`src/rtl/mxm_operand_feeder.sv`:
```
// Operand feeder for the MxM_ReLu core: holds A (MxN) and X^T (PxN) and
// streams one A/X pair per clock in n-innermost, then m, then p order.
module mxm_operand_feeder #(
    parameter int unsigned W  = 8,
    parameter int unsigned M  = 10,
    parameter int unsigned N  = 8,
    parameter int unsigned P  = 6,
    parameter int unsigned AW = $clog2((M * N > N * P) ? M * N : N * P)
) (
    input  logic          clk,
    input  logic          rst,
    input  logic          ld_en,
    input  logic          ld_sel,
    input  logic [AW-1:0] ld_addr,
    input  logic [W-1:0]  ld_data,
    input  logic          start,
    input  logic          loop,
    input  logic          halt,
    output logic [W-1:0]  A,
    output logic [W-1:0]  X,
    output logic          valid,
    output logic          first,
    output logic          last_n,
    output logic          done,
    output logic          busy
);

    localparam int unsigned A_DEPTH = M * N;
    localparam int unsigned X_DEPTH = N * P;
    localparam int unsigned AIW     = (A_DEPTH > 1) ? $clog2(A_DEPTH) : 1;
    localparam int unsigned XIW     = (X_DEPTH > 1) ? $clog2(X_DEPTH) : 1;
    localparam int unsigned NW      = (N > 1) ? $clog2(N) : 1;
    localparam int unsigned MW      = (M > 1) ? $clog2(M) : 1;
    localparam int unsigned PW      = (P > 1) ? $clog2(P) : 1;
    localparam logic [NW-1:0] N_LAST = NW'(N - 1);
    localparam logic [MW-1:0] M_LAST = MW'(M - 1);
    localparam logic [PW-1:0] P_LAST = PW'(P - 1);

    typedef enum logic {
        IDLE = 1'b0,
        RUN  = 1'b1
    } state_e;

    state_e         state_q, state_d;
    logic [NW-1:0]  n_q, n_d;
    logic [MW-1:0]  m_q, m_d;
    logic [PW-1:0]  p_q, p_d;
    logic [W-1:0]   a_q, a_d;
    logic [W-1:0]   x_q, x_d;
    logic           valid_q, valid_d;
    logic           first_q, first_d;
    logic           last_n_q, last_n_d;
    logic           done_q, done_d;
    logic           busy_q, busy_d;

    logic [W-1:0]   a_mem [A_DEPTH];
    logic [W-1:0]   x_mem [X_DEPTH];
    logic [AIW-1:0] a_rd_idx;
    logic [XIW-1:0] x_rd_idx;
    logic           a_wr;
    logic           x_wr;

    // Loads only land while idle and inside the selected memory.
    assign a_wr = ld_en && (state_q == IDLE) && !ld_sel && (32'(ld_addr) < A_DEPTH);
    assign x_wr = ld_en && (state_q == IDLE) &&  ld_sel && (32'(ld_addr) < X_DEPTH);

    assign a_rd_idx = AIW'(m_q) * AIW'(N) + AIW'(n_q);
    assign x_rd_idx = XIW'(p_q) * XIW'(N) + XIW'(n_q);

    // Operand storage, never reset.
    always_ff @(posedge clk) begin
        if (a_wr) begin
            a_mem[AIW'(ld_addr)] <= ld_data;
        end
        if (x_wr) begin
            x_mem[XIW'(ld_addr)] <= ld_data;
        end
    end

    always_comb begin
        state_d  = state_q;
        n_d      = n_q;
        m_d      = m_q;
        p_d      = p_q;
        a_d      = a_q;
        x_d      = x_q;
        valid_d  = 1'b0;
        first_d  = 1'b0;
        last_n_d = 1'b0;
        done_d   = 1'b0;

        case (state_q)
            IDLE: begin
                if (start) begin
                    state_d = RUN;
                    n_d     = '0;
                    m_d     = '0;
                    p_d     = '0;
                end
            end
            RUN: begin
                if (halt) begin
                    state_d = IDLE;
                    n_d     = '0;
                    m_d     = '0;
                    p_d     = '0;
                end else begin
                    a_d      = a_mem[a_rd_idx];
                    x_d      = x_mem[x_rd_idx];
                    valid_d  = 1'b1;
                    first_d  = (n_q == '0) && (m_q == '0) && (p_q == '0);
                    last_n_d = (n_q == N_LAST);
                    // Nested wrap: n fastest, p slowest; end of pass ends the run unless looping.
                    if (n_q == N_LAST) begin
                        n_d = '0;
                        if (m_q == M_LAST) begin
                            m_d = '0;
                            if (p_q == P_LAST) begin
                                p_d = '0;
                                if (!loop) begin
                                    done_d  = 1'b1;
                                    state_d = IDLE;
                                end
                            end else begin
                                p_d = p_q + 1'b1;
                            end
                        end else begin
                            m_d = m_q + 1'b1;
                        end
                    end else begin
                        n_d = n_q + 1'b1;
                    end
                end
            end
            default: state_d = IDLE;
        endcase

        busy_d = (state_d == RUN);
    end

    always_ff @(posedge clk or negedge rst) begin
        if (!rst) begin
            state_q  <= IDLE;
            n_q      <= '0;
            m_q      <= '0;
            p_q      <= '0;
            a_q      <= '0;
            x_q      <= '0;
            valid_q  <= 1'b0;
            first_q  <= 1'b0;
            last_n_q <= 1'b0;
            done_q   <= 1'b0;
            busy_q   <= 1'b0;
        end else begin
            state_q  <= state_d;
            n_q      <= n_d;
            m_q      <= m_d;
            p_q      <= p_d;
            a_q      <= a_d;
            x_q      <= x_d;
            valid_q  <= valid_d;
            first_q  <= first_d;
            last_n_q <= last_n_d;
            done_q   <= done_d;
            busy_q   <= busy_d;
        end
    end

    assign A      = a_q;
    assign X      = x_q;
    assign valid  = valid_q;
    assign first  = first_q;
    assign last_n = last_n_q;
    assign done   = done_q;
    assign busy   = busy_q;

endmodule

```
`config.mk`:
```
export PLATFORM = sky130hd
export DESIGN_NAME = mxm_operand_feeder
export DESIGN_NICKNAME = d
export VERILOG_FILES = /design/src/rtl/mxm_operand_feeder.sv
export SDC_FILE = /design/constraint.sdc
export NUM_CORES = 1
export LEC_CHECK = 0
export CAP_MARGIN = 20
export CORE_MARGIN = 1
export CORE_UTILIZATION = 40
export CTS_CLUSTER_SIZE = 20
export DETAILED_ROUTE_END_ITERATION = 7
export HOLD_SLACK_MARGIN = 0.15
export PLACE_DENSITY = 0.56
export SLEW_MARGIN = 5
export SYNTH_ARGS = -nofsm -noshare
export SYNTH_HDL_FRONTEND = slang
export SYNTH_SLANG_ARGS = --single-unit
```
`constraint.sdc`:
```
create_clock -name clk -period 4.9 [get_ports clk]
set_input_delay 0.735 -clock clk [delete_from_list [all_inputs] [get_ports clk]]
set_output_delay 0.735 -clock clk [all_outputs]
set_load 0.01 [all_outputs]
```
Word-level counts from Yosys, hierarchy flattened
Memory sizes are Yosys's and may differ from the RTL's. A register that Yosys moved wholly into a read port is not among the register bits. Cells that the tools add are included. Widths: inputs -> output; s select.

Register bits: 15. RAM bits: 1024. Bits of input ports: 22. Output and inout bits: 21. Logic and storage cells: 78. Memories kept: 2.

$add $sub $neg: 5. Order comparisons: 2. Equality and inequality tests: 6. Multiplexer cells: 37. Bitwise logic cells: 2. Reductions and logical operators: 16.

Memories: a_mem (depth 80, bits a word 8, rd ports 1, clocked after Yosys merged registers in 1, wr ports 1, RTL line 56) `logic [W-1:0] a_mem [A_DEPTH];`; x_mem (depth 48, bits a word 8, rd ports 1, clocked after Yosys merged registers in 1, wr ports 1, RTL line 57) `logic [W-1:0] x_mem [X_DEPTH];`.

Operator list (count): $mux 1 (22); $mux 3 (7); $mux 4 (4); $pmux 3 s2 (2); $pmux 4 s2 (1); $add 7x3->7 (1); $logic_and 1x1->1 (7); $lt 7x6->1 const B (1); $lt 7x7->1 const B (1); $add 3x1->3 const B (2); $add 6x3->6 (1); $eq 3x3->1 const B (2); $logic_not 3->1 (2); $ne 3x2->1 const B (2); $add 4x1->4 const B (1); $eq 4x4->1 const B (1); $logic_not 4->1 (1); $reduce_and 2->1 (2); $logic_not 1->1 (3); $reduce_and 3->1 (1); $ne 2x2->1 const B (1); $not 1->1 (2); $pmux 1 s2 (1).

Logic depth before layout (Yosys ltp)
Depth after elaboration: 6. Gate-level depth with buffers: 10.

Least setup slack after synthesis
No wires, ideal clock.

Path type: in2reg. Start point: input ld_addr[0]. End point: memory a_mem[57][0] (enable). Data arrival time: 2.296 ns. Data required time: 4.530 ns. Path slack: 2.234 ns. Cell stages on the path: 6. Path buffers: 3. Cells stage by stage: clkbuf_1 > or3b_2 > clkbuf_1 > nand2b_1 > clkbuf_1 > nor2_1.

Word-level cells in the longest chain between the ends: 4.

Ends and longest elaborated chain: start: declaration (RTL line 14) `input logic [AW-1:0] ld_addr,`; $lt 7x7->1 (RTL line 64) `assign a_wr = ld_en && (state_q == IDLE) && !ld_sel && (32'(ld_addr) < A_DEPTH);`; $logic_and 1x1->1 (RTL line 64); $mux 1 (RTL line 72) `if (a_wr) begin`; $mux 1 (not written as such) (RTL line 73) `a_mem[AIW'(ld_addr)] <= ld_data;`; end: declaration (RTL line 56).

Several ways; a longest one is shown, not always the timed one.

==> impl_metrics.ini <==
[route]
vias = 20500
drt_iter0_markers = 2336
antenna_violating_nets_post_route = 0
final_wirelength_mm = 104
wl_per_cell_um = 28.9
drt_pass1_iterations = 5
viasPerCell = 5.69
drt_drc_violations_left = 0

[setup_path]
worst_path_max_delay_cell = sky130_fd_sc_hd__nand3b_1
reg2reg_setup_slack_ps = 1670
setup.worst_path.start = busy$_DFF_PN0_
cp_slowest_stage_delay_ps = 730
worst-endpoint-required_ps = 5270
timing.critical_path.fanout_max = 12
worstPathCellList = nor2_1, and3_1, nand3b_1, buf_4, nor2_1, buf_4
critical_path.startpoint_type = flip-flop
rr_worst_depth = 6
rr_endpoint = a_mem[56][1]$_DFFE_PP_
worst_ep_arrival_time_ps = 3610
criticalPathCategory = reg -> reg
worst_setup_path_end_kind = flip-flop
cp-endpoint = a_mem[56][1]$_DFFE_PP_
rr_startpoint = busy$_DFF_PN0_

[floorplanning]
die_area_sq_um = 104000
start_util = 0.403
floorplan.io_pins = 43
core.rowCount = 117
coreArea_sq_um = 102000
die-width_um = 323
die_h_um = 323

[timing]
worst_slew_pin_slew_ps = 1040
drv_slew = 0
timing.final.crit_period_ps = 3230
achievable-frequency_mhz = 309
final_worst_hold_slack_ps = 226
skew_ps = 27.5
timing.final.crit_share = 0.660
worst_slack_ps = 1670
setup_tns_ps = 0
setup-violations-final = 0
slew_headroom = 0.308
grt_setup_unrepaired = false
hold_violations = 0

[placed_design]
gp_congestion = 0.824
pre_cts_ws_ps = 1220
place.port_buffers = 42
place_hpwl_mm = 64.6

[cts]
tritoncts = done
cts-htree-levels = 3
cts_buffer_count = 106
cts.reportedPaths.clkPinSlew_ps = 60
number_of_cells_upsized_or_downsized_after_cts = 0
cts_setup_buffers = 0
clockRootBuffer = sky130_fd_sc_hd__clkbuf_16
cts-root-to-sink-buffers = 3
cts.sink_count = 1055
clock_latency_ps = 680
post_cts_hold_buffers = 0

[yosys]
cells_after_synthesis = 2003
yosys_register_bits = 1055
synth_edf_count = 1024
synth_largest_type_area_fraction = 0.748
post_syn_area_sq_um = 41100
yosys_warning_count = 0
synth.distinct_cells = 54
library_cell_occupying_the_most_area_in_the_post_synthesis_netlist = sky130_fd_sc_hd__edfxtp_1
synth_fp_nets = 2031
synth-main-ff-cell = sky130_fd_sc_hd__edfxtp_1
async_reset_ff_frac = 0.0294
post_synth_main_area_contributors = sky130_fd_sc_hd__edfxtp_1 75%, sky130_fd_sc_hd__mux4_2 11%, sky130_fd_sc_hd__mux2_2 2.8%, sky130_fd_sc_hd__dfrtp_1 1.9%, sky130_fd_sc_hd__nor2_1 1.3%
synth.yosys.seq_area_share = 0.767
syn_avg_cell_area_sq_um = 20.5

[job]
max_cap_viol_count = 0

[grt]
antenna_found_initial = 4
vias_in_the_first_global_route = 20900
grt_first_pass_wirelength_mm = 151
grt_start_max_net_pins = 119
globalRouteOverflowTotal = 0
gr-usage-all-layers = 0.203

[finish]
final.fill_count = 8499
area_used_by_multi_input_combinational_logic_sq_um = 8950
share_of_final_layout_standard_cells_stronger_than_drive_strength_1 = 0.265
area_growth_syn_to_layout_pct = 14.2
finish.net_count = 2170
ff_latch_area_sq_um = 31500

[power]
relative_contribution_of_combinational_cells_to_total_power = 0.072
netSwitchingFraction = 0.222
cellInternalPower_mw = 15.2
sequentialPowerShare = 0.514
worst_ir_drop_vdd_uv = 302
p_clk_frac = 0.414
p_switching_mw = 4.36
finalPower_mw = 19.6
total_leakage_power_nw = 14.4
powerDensity_nw_per_um2 = 418

[outcome]
run_status = completed

[min_path]
hp-class = in -> async
synthesized netlist by cell type (3+ instances only):
cell	number
sky130_fd_sc_hd__a211o_1	8
sky130_fd_sc_hd__a211oi_1	4
sky130_fd_sc_hd__a21oi_1	12
sky130_fd_sc_hd__a22o_1	8
sky130_fd_sc_hd__a22oi_1	24
sky130_fd_sc_hd__a2bb2oi_1	6
sky130_fd_sc_hd__a311oi_1	7
sky130_fd_sc_hd__a31oi_1	6
sky130_fd_sc_hd__and2_1	6
sky130_fd_sc_hd__buf_1	10
sky130_fd_sc_hd__buf_2	32
sky130_fd_sc_hd__buf_4	13
sky130_fd_sc_hd__buf_6	13
sky130_fd_sc_hd__clkbuf_1	38
sky130_fd_sc_hd__dfrtp_1	31
sky130_fd_sc_hd__edfxtp_1	1024
sky130_fd_sc_hd__ha_1	6
sky130_fd_sc_hd__inv_1	5
sky130_fd_sc_hd__mux2_1	13
sky130_fd_sc_hd__mux2_2	104
sky130_fd_sc_hd__mux2i_1	20
sky130_fd_sc_hd__mux4_1	4
sky130_fd_sc_hd__mux4_2	206
sky130_fd_sc_hd__nand2_1	48
sky130_fd_sc_hd__nand2b_1	5
sky130_fd_sc_hd__nand3_1	11
sky130_fd_sc_hd__nand3b_1	5
sky130_fd_sc_hd__nor2_1	146
sky130_fd_sc_hd__nor2b_1	9
sky130_fd_sc_hd__nor3_1	37
sky130_fd_sc_hd__nor4_1	3
sky130_fd_sc_hd__nor4bb_1	3
sky130_fd_sc_hd__o21ai_0	17
sky130_fd_sc_hd__o221ai_1	8
sky130_fd_sc_hd__o22ai_1	76
sky130_fd_sc_hd__or3_1	11
cell type report:
cell class,instances,share of cell area
flip-flops and latches,1055,0.672
multi-input cells,833,0.191
clock buffers,131,0.0609
well taps,1368,0.0365
repair buffers,138,0.0256
clock inverters,66,0.0134
inverters,8,0.000640
diodes,3,0.000160
through the flow:
step / area (sq um) / instances / util
after floorplan: 41100 / 2003 / -
after global placement: 43400 / 3401 / 0.426
after detailed placement: 43400 / 3401 / 0.426
after CTS: 46900 / 3598 / 0.460
after global routing: 46900 / 3599 / 0.461
final: 46900 / 3602 / 0.461
worst max-delay path: cells and delay by family, from the launching register on:
kind,cells,cell delay (ps)
AND/OR/NAND/NOR,4,1570
flip-flops,1,710
buffers and inverters,2,640
state kept, by name (all words and copies together) (netlist names):
register  cells
first         1
x_mem       384
m_q           4
a_mem       640
busy          1
valid         1
last_n        1
done          1
n_q           3
X             8
A             8
p_q           3
power groups by stage:
stage               combinational, mW  clock [mW]  sequential (mW)
floorplan                       0.820           0             10.2
global placement                 1.42           0             10.3
detailed placement               1.43           0             10.3
CTS                              1.43        8.25             10.1
global route                     1.50        8.59             10.1
finish                           1.41        8.11             10.1
per-layer routing:
layer,vias up,global-route usage,part of all wire
li1,8577,-,-
met3,127,0.0296,0.068
met1,10900,0.295,0.44
met4,4,0.0523,0.019
met5,-,0,0.00022
met2,844,0.323,0.48
cell families (layout without fill, tap and decap cells):
group                      count (synthesis)  count (layout)  share of synthesized area
and+or+nand+nor                          299             299                     0.0335
muxes                                    347             347                      0.152
buffers and inverters                    115             343                     0.0151
adders and majority gates                  6               6                    0.00183
other                                      0               3                          0
DFF                                     1055            1055                      0.767
AOI/OAI and AO/OA                        181             181                     0.0301
placed cells by master, fill, tap and decap left out, types with 20 or more instances in the layout:
master and count:
sky130_fd_sc_hd__clkinv_2 24, sky130_fd_sc_hd__clkbuf_16 109, sky130_fd_sc_hd__nor3_1 37, sky130_fd_sc_hd__clkdlybuf4s50_1 33
sky130_fd_sc_hd__nor2_1 146, sky130_fd_sc_hd__buf_4 97, sky130_fd_sc_hd__mux2_2 104, sky130_fd_sc_hd__a22oi_1 24
sky130_fd_sc_hd__o22ai_1 76, sky130_fd_sc_hd__mux2i_1 20, sky130_fd_sc_hd__dfrtp_1 27, sky130_fd_sc_hd__nand2_1 48
sky130_fd_sc_hd__mux4_2 206, sky130_fd_sc_hd__edfxtp_1 1024
worst min-delay path by stage:
stage                      from                to  slack, ps  cells after the start
3_5_place_dp   X[2]$_DFFE_PN0N_  X[2]$_DFFE_PN0N_        610                      2
2_1_floorplan               rst  A[0]$_DFFE_PN0N_        440                      0
3_3_place_gp   X[2]$_DFFE_PN0N_  X[2]$_DFFE_PN0N_        610                      2
4_1_cts                     rst  X[7]$_DFFE_PN0N_        210                      1
6_report                    rst  X[0]$_DFFE_PN0N_        230                      1
5_1_grt                     rst   valid$_DFF_PN0_        250                      1
Note: power is estimated with default switching activity, not from simulation.
